$ cat config.mk
export PLATFORM = sky130hd
export DESIGN_NAME = dmawr_timer_bank
export DESIGN_NICKNAME = d
export VERILOG_FILES = /design/src/rtl/dmawr_timer_bank.sv
export SDC_FILE = /design/constraint.sdc
export NUM_CORES = 1
export LEC_CHECK = 0
export ABC_CLOCK_PERIOD_IN_PS = 3400
export CORE_MARGIN = 2
export CORE_UTILIZATION = 63
export CTS_BUF_LIST = sky130_fd_sc_hd__clkbuf_4 sky130_fd_sc_hd__clkbuf_8 sky130_fd_sc_hd__clkbuf_16
export DETAILED_ROUTE_END_ITERATION = 10
export GPL_TIMING_DRIVEN = 0
export PLACE_DENSITY = 0.87
export RECOVER_POWER = 100
export SLEW_MARGIN = 40
export SYNTH_ARGS = -nofsm -noshare
export SYNTH_HDL_FRONTEND = slang
export SYNTH_SLANG_ARGS = --single-unit
$ cat constraint.sdc
create_clock -name sysclk -period 3.4 [get_ports sysclk]
set_input_delay 0.34 -clock sysclk [delete_from_list [all_inputs] [get_ports sysclk]]
set_output_delay 0.34 -clock sysclk [all_outputs]
set_load 0.01 [all_outputs]
$ cat src/rtl/dmawr_timer_bank.sv
// Bank of independent trigger-to-pulse timers with per-channel trigger source/edge,
// output polarity and one-shot / retriggerable / free-running modes.
module dmawr_timer_bank #(
    parameter int  NUM_TIMERS = 4,
    parameter int  NUM_TRIG   = 8,
    parameter int  CNT_WIDTH  = 24,
    localparam int ADDR_W     = $clog2(NUM_TIMERS) + 2
) (
    input  logic                  sysclk,
    input  logic                  sysrst_n,
    input  logic                  reg_write,
    input  logic                  reg_read,
    input  logic [ADDR_W-1:0]     reg_addr,
    input  logic [31:0]           reg_wdata,
    output logic [31:0]           reg_rdata,
    output logic                  reg_rdata_valid,
    input  logic [NUM_TRIG-1:0]   trig_in,
    output logic [NUM_TIMERS-1:0] timer_out,
    output logic [NUM_TIMERS-1:0] irq_end
);
    typedef enum logic [1:0] {
        S_IDLE   = 2'd0,
        S_DELAY  = 2'd1,
        S_ACTIVE = 2'd2
    } state_t;

    logic [NUM_TRIG-1:0]              r_trig_d;
    logic [255:0]                     w_trig_cur;
    logic [255:0]                     w_trig_prev;
    logic [255:0]                     w_rise;
    logic [255:0]                     w_fall;
    logic [31:0]                      w_chan;
    logic [NUM_TIMERS-1:0][31:0]      w_ch_rdata;
    logic [31:0]                      w_rd_mux;
    logic [31:0]                      r_rdata;
    logic                             r_rdata_valid;
    logic                             w_unused;

    // Zero padding to 256 lanes means a select beyond NUM_TRIG never sees an edge.
    assign w_trig_cur  = 256'(trig_in);
    assign w_trig_prev = 256'(r_trig_d);
    assign w_rise      = w_trig_cur & ~w_trig_prev;
    assign w_fall      = ~w_trig_cur & w_trig_prev;
    assign w_chan      = 32'(reg_addr >> 2);
    assign w_unused    = ^reg_wdata;

    always_ff @(posedge sysclk or negedge sysrst_n) begin
        if (!sysrst_n) begin
            r_trig_d <= '0;
        end else begin
            r_trig_d <= trig_in;
        end
    end

    for (genvar gi = 0; gi < NUM_TIMERS; gi++) begin : g_ch
        state_t               r_state;
        logic [CNT_WIDTH-1:0] r_cnt;
        logic [CNT_WIDTH-1:0] r_delay;
        logic [CNT_WIDTH-1:0] r_width;
        logic                 r_en;
        logic                 r_soft;
        logic                 r_pol;
        logic                 r_edge;
        logic                 r_missed;
        logic                 r_out;
        logic                 r_irq;
        logic [1:0]           r_mode;
        logic [7:0]           r_sel;
        logic                 w_sel_ch;
        logic                 w_wr;
        logic                 w_ctrl_wr;
        logic                 w_trig;
        logic                 w_retrig;
        logic                 w_freerun;
        logic [CNT_WIDTH-1:0] w_width_m1;

        assign w_sel_ch   = (w_chan == 32'(gi));
        assign w_wr       = reg_write & w_sel_ch;
        assign w_ctrl_wr  = w_wr & (reg_addr[1:0] == 2'd0);
        assign w_trig     = (r_edge ? w_fall[r_sel] : w_rise[r_sel]) | r_soft;
        assign w_retrig   = (r_mode == 2'b01);
        assign w_freerun  = (r_mode == 2'b10);
        // The ACTIVE counter runs down to zero, so it is loaded with WIDTH-1 (WIDTH 0 acts as 1).
        assign w_width_m1 = (r_width == '0) ? '0 : r_width - CNT_WIDTH'(1);

        always_ff @(posedge sysclk or negedge sysrst_n) begin
            if (!sysrst_n) begin
                r_en    <= 1'b0;
                r_mode  <= 2'b00;
                r_soft  <= 1'b0;
                r_pol   <= 1'b0;
                r_edge  <= 1'b0;
                r_sel   <= 8'd0;
                r_delay <= '0;
                r_width <= '0;
            end else begin
                r_soft <= 1'b0;
                if (w_wr) begin
                    case (reg_addr[1:0])
                        2'd0: begin
                            r_en   <= reg_wdata[0];
                            r_mode <= reg_wdata[2:1];
                            r_soft <= reg_wdata[3];
                            r_pol  <= reg_wdata[4];
                            r_edge <= reg_wdata[5];
                            r_sel  <= reg_wdata[15:8];
                        end
                        2'd1:    r_delay <= reg_wdata[CNT_WIDTH-1:0];
                        2'd2:    r_width <= reg_wdata[CNT_WIDTH-1:0];
                        default: ;
                    endcase
                end
            end
        end

        always_ff @(posedge sysclk or negedge sysrst_n) begin
            if (!sysrst_n) begin
                r_state  <= S_IDLE;
                r_cnt    <= '0;
                r_out    <= 1'b0;
                r_irq    <= 1'b0;
                r_missed <= 1'b0;
            end else begin
                r_irq <= 1'b0;
                r_out <= r_pol;
                if (w_ctrl_wr) begin
                    r_missed <= 1'b0;
                end else if (r_en && w_trig && (r_state != S_IDLE) && !w_retrig) begin
                    r_missed <= 1'b1;
                end
                if (!r_en) begin
                    r_state <= S_IDLE;
                end else begin
                    case (r_state)
                        S_IDLE: begin
                            if (w_trig) begin
                                r_state <= S_DELAY;
                                r_cnt   <= r_delay;
                            end
                        end
                        S_DELAY: begin
                            if (w_trig && w_retrig) begin
                                r_cnt <= r_delay;
                            end else if (r_cnt == '0) begin
                                r_state <= S_ACTIVE;
                                r_cnt   <= w_width_m1;
                                r_out   <= ~r_pol;
                            end else begin
                                r_cnt <= r_cnt - CNT_WIDTH'(1);
                            end
                        end
                        S_ACTIVE: begin
                            if (w_trig && w_retrig) begin
                                r_state <= S_DELAY;
                                r_cnt   <= r_delay;
                            end else if (r_cnt == '0) begin
                                r_irq <= 1'b1;
                                if (w_freerun) begin
                                    r_state <= S_DELAY;
                                    r_cnt   <= r_delay;
                                end else begin
                                    r_state <= S_IDLE;
                                end
                            end else begin
                                r_cnt <= r_cnt - CNT_WIDTH'(1);
                                r_out <= ~r_pol;
                            end
                        end
                        default: r_state <= S_IDLE;
                    endcase
                end
            end
        end

        assign w_ch_rdata[gi] = !w_sel_ch ? 32'd0 :
            (reg_addr[1:0] == 2'd0) ? {16'd0, r_sel, 2'b00, r_edge, r_pol, 1'b0, r_mode, r_en} :
            (reg_addr[1:0] == 2'd1) ? 32'(r_delay) :
            (reg_addr[1:0] == 2'd2) ? 32'(r_width) :
                                      {23'd0, r_missed, 6'd0, r_state};
        assign timer_out[gi] = r_out;
        assign irq_end[gi]   = r_irq;
    end

    // At most one channel decodes the address, so an OR acts as the read mux.
    always_comb begin
        w_rd_mux = 32'd0;
        for (int i = 0; i < NUM_TIMERS; i++) begin
            w_rd_mux = w_rd_mux | w_ch_rdata[i];
        end
    end

    always_ff @(posedge sysclk or negedge sysrst_n) begin
        if (!sysrst_n) begin
            r_rdata       <= 32'd0;
            r_rdata_valid <= 1'b0;
        end else begin
            r_rdata_valid <= reg_read;
            if (reg_read) begin
                r_rdata <= w_rd_mux;
            end
        end
    end

    assign reg_rdata       = r_rdata;
    assign reg_rdata_valid = r_rdata_valid;

endmodule
==> impl_metrics.csv <==
group,metric,value,unit
status,outcome,"finished, violations left",
status,violations,"max-capacitance violations, max-slew violations",
timing,timing.final.hold_violations,0,
synthesis,synth_top_area_share,40.0,%
die,rows,72,
placed_design,pre_cts_ws,-848,ps
synthesis,yosys.area.top_type,"dfrtp_1",
clock_tree,h-tree-depth,2,
synthesis,yosysWarnings,0,
placed_design,io_buffers,70,
power,cellLeakagePower,11.3,nW
routing,dr.first_iter.drc_count,3083,
routing,wl,85300,um
placed_design,dp_cells,3001,
power,peakVddDrop,0.000537,V
cells_and_area,fin_nets,2621,
routing,dr.pass1.iters,6,
clock_tree,cts_tree,"yes",
setup_path,arrival,3920,ps
placed_design,place_area,26400,um2
timing,slew_viol_final,51,
timing,finalCritPeriodShare,99.5,%
clock_tree,cts_root_buf,"clkbuf_16",
timing,finClkSkew,25.1,ps
timing,slew_headroom,-59.0,%
placed_design,dpl.hpwl,63400,um
timing,tightest_slew,2380,ps
cells_and_area,final_area,28000,um2
synthesis,ys_ff_latch,397,
global_route,grt_pass1_wl,130000,um
clock_tree,clkLatencyLatePin,600,ps
timing,finalSetupViolations,0,
clock_tree,clock_path_buffers,3,
cells_and_area,final_cell_mix,"dfrtp_1, mux2_2, nand2_1, nor2_1, clkbuf_1",
synthesis,ys_seq_area_share,40.0,%
setup_path,end_kind,"flip-flop",
cells_and_area,utilization,72.2,%
global_route,antenna_found_initial,2,
die,start_util,64.1,%
routing,drc_errors,0,
placed_design,routabilityCongestion,1.08,
timing,fin_ws,16.2,ps
cells_and_area,area_growth_syn_to_layout,12.7,%
setup_path,crit_required,3940,ps
global_route,grt_max_degree,78,
cells_and_area,n_fill_cell,2818,
global_route,grt-ovfl-total,0,
synthesis,synth_edf_count,0,
timing,min_period,3380,ps
routing,vias_per_cell,7.16,
synthesis,synth_area,24800,um2
die,dieArea,41000,um2
synthesis,avgSynthCellArea,10.3,um2
setup_path,worst_setup_path_start_kind,"flip-flop",
power,power,20.7,mW
setup_path,path_max_fanout,10,
synthesis,yosys_most_used_dff,"dfrtp_1",
clock_tree,numCtsBuffers,42,
timing,holdWs,329,ps
power,power_density,739,nW/um2
synthesis,async_flop_share,100,%
flow_run,drv_cap,1,
routing,avgRoutedWirePerCell,27.7,um
synthesis,synth_cells,2401,
timing,max_freq,296,MHz
global_route,grt_pass1_vias,21600,
cells_and_area,final_cells,3082,
clock_tree,cts_sinks,397,
min_path,hold_class,"in -> reg",
die,die_w,203,um
timing,finalSetupTns,0,ps
cells_and_area,final_common_cell,"dfrtp_1",
routing,postRouteAntennaNets,0,
setup_path,path_class,"reg -> reg",
global_route,grt_usage,41.8,%
synthesis,synth_area_leaders,"dfrtp_1, mux2_2, mux4_2",
die,coreArea,38700,um2
die,pin_count,89,
cells_and_area,drive_above_1_share,20.6,%
synthesis,ys_types,88,
clock_tree,clk_pin_slew_worst_paths,70,ps
die,die_y,203,um
routing,vias,22100,
[worst max-delay path, stage by stage (launching register included)]
cell,delay (ps)
dfrtp_1,400
nand2b_1,220
mux4_2,500
mux2i_1,550
o211ai_1,250
a21oi_1,580
clkbuf_1,450
o2bb2ai_1,210
mux2_2,190
[state kept, by name, indices dropped and copies added (netlist names)]
name / cells
g_ch.r_cnt: 96
g_ch.r_delay: 96
g_ch.r_width: 96
g_ch.r_sel: 32
reg_rdata: 24
g_ch.r_mode: 8
g_ch.r_state: 8
r_trig_d: 8
g_ch.r_edge: 4
g_ch.r_en: 4
g_ch.r_irq: 4
g_ch.r_missed: 4
g_ch.r_out: 4
g_ch.r_pol: 4
g_ch.r_soft: 4
reg_rdata_valid: 1
[routing by layer]
metal	wire, um	part of all wire (%)	global-route usage, %	vias to the layer above
li1	-	-	-	9238
met4	6870	8.1	27.2	0
met5	0	0	0	-
met2	37200	44	63.1	1634
met3	10600	12	11.7	460
met1	30600	36	53.0	10700
[Yosys cell counts, types with 14 or more instances]
master    instances
mux2i_1          70
o21ai_0          96
a32o_1           57
a32oi_1          19
nand4_1          16
xnor2_1          91
buf_1            16
a21oi_1         116
xor2_1           55
or3_1            30
nor2b_1          17
buf_4            17
o22ai_1          37
inv_1            62
o31ai_1          14
nand3_1          47
nand2b_1         31
dfrtp_1         397
a22oi_1          21
nor2_1          157
nand2_1         160
or4_1            27
nor3_1           56
ha_1             39
a221o_1          16
o211ai_1         20
clkbuf_1        125
nor4_1           47
mux2_2          296
mux4_2           51
[logic make-up after synthesis]
group	Yosys count	synth area share, %
simple gates	661	13.6
compound gates	506	14.4
mux	417	20.9
flops	397	40.0
buf+inv	234	3.97
xor+xnor	146	5.15
fa+ha+maj	39	1.97
other cells	1	0.0151
[final timing paths]
kind,startpoint,cells after the start,endpoint,slack (ps)
worst max-delay path,r_trig_d[7],8,g_ch[1].r_cnt[18],20
worst min-delay path,reg_read,1,reg_rdata_valid,330
worst max register to register,r_trig_d[7],8,g_ch[1].r_cnt[18],20
worst min register to register,reg_rdata[1],1,reg_rdata[1],500
max in group asynchronous,sysrst_n,3,g_ch[2].r_cnt[2],570
min in group asynchronous,sysrst_n,2,g_ch[0].r_cnt[3],1130
[power by group]
| part | internal, mW | total, mW | switching, mW | leakage (nW) |
|---|---|---|---|---|
| Combinational | 3.49 | 7.67 | 4.18 | 5.73 |
| Clock | 2.83 | 4.83 | 2.00 | 0.708 |
| Sequential | 6.04 | 8.18 | 2.14 | 4.91 |
| Total | 12.4 | 20.7 | 8.31 | 11.3 |
[final cells by class]
type	count	area (um2)	area share [%]
diodes	1	2.50	0.00895
plain buffers	171	771	2.76
clock buffers	58	1270	4.53
clock inverters	15	168	0.599
inverters	62	233	0.832
multi-input cells	1777	14100	50.4
flip-flops and latches	397	9930	35.5
well taps	518	648	2.32
repair buffers	83	838	3.00
[repair_timing]
item                                    CTS  global route
resized for setup                         6            28
endpoints found under the setup margin  104            85
hold buffers                              1             0
pin swaps                                 3             2
cloned                                    0             0
buffers inserted                          5             2
endpoints found under the hold margin    46             0
Note: power is estimated with default switching activity, not from simulation.
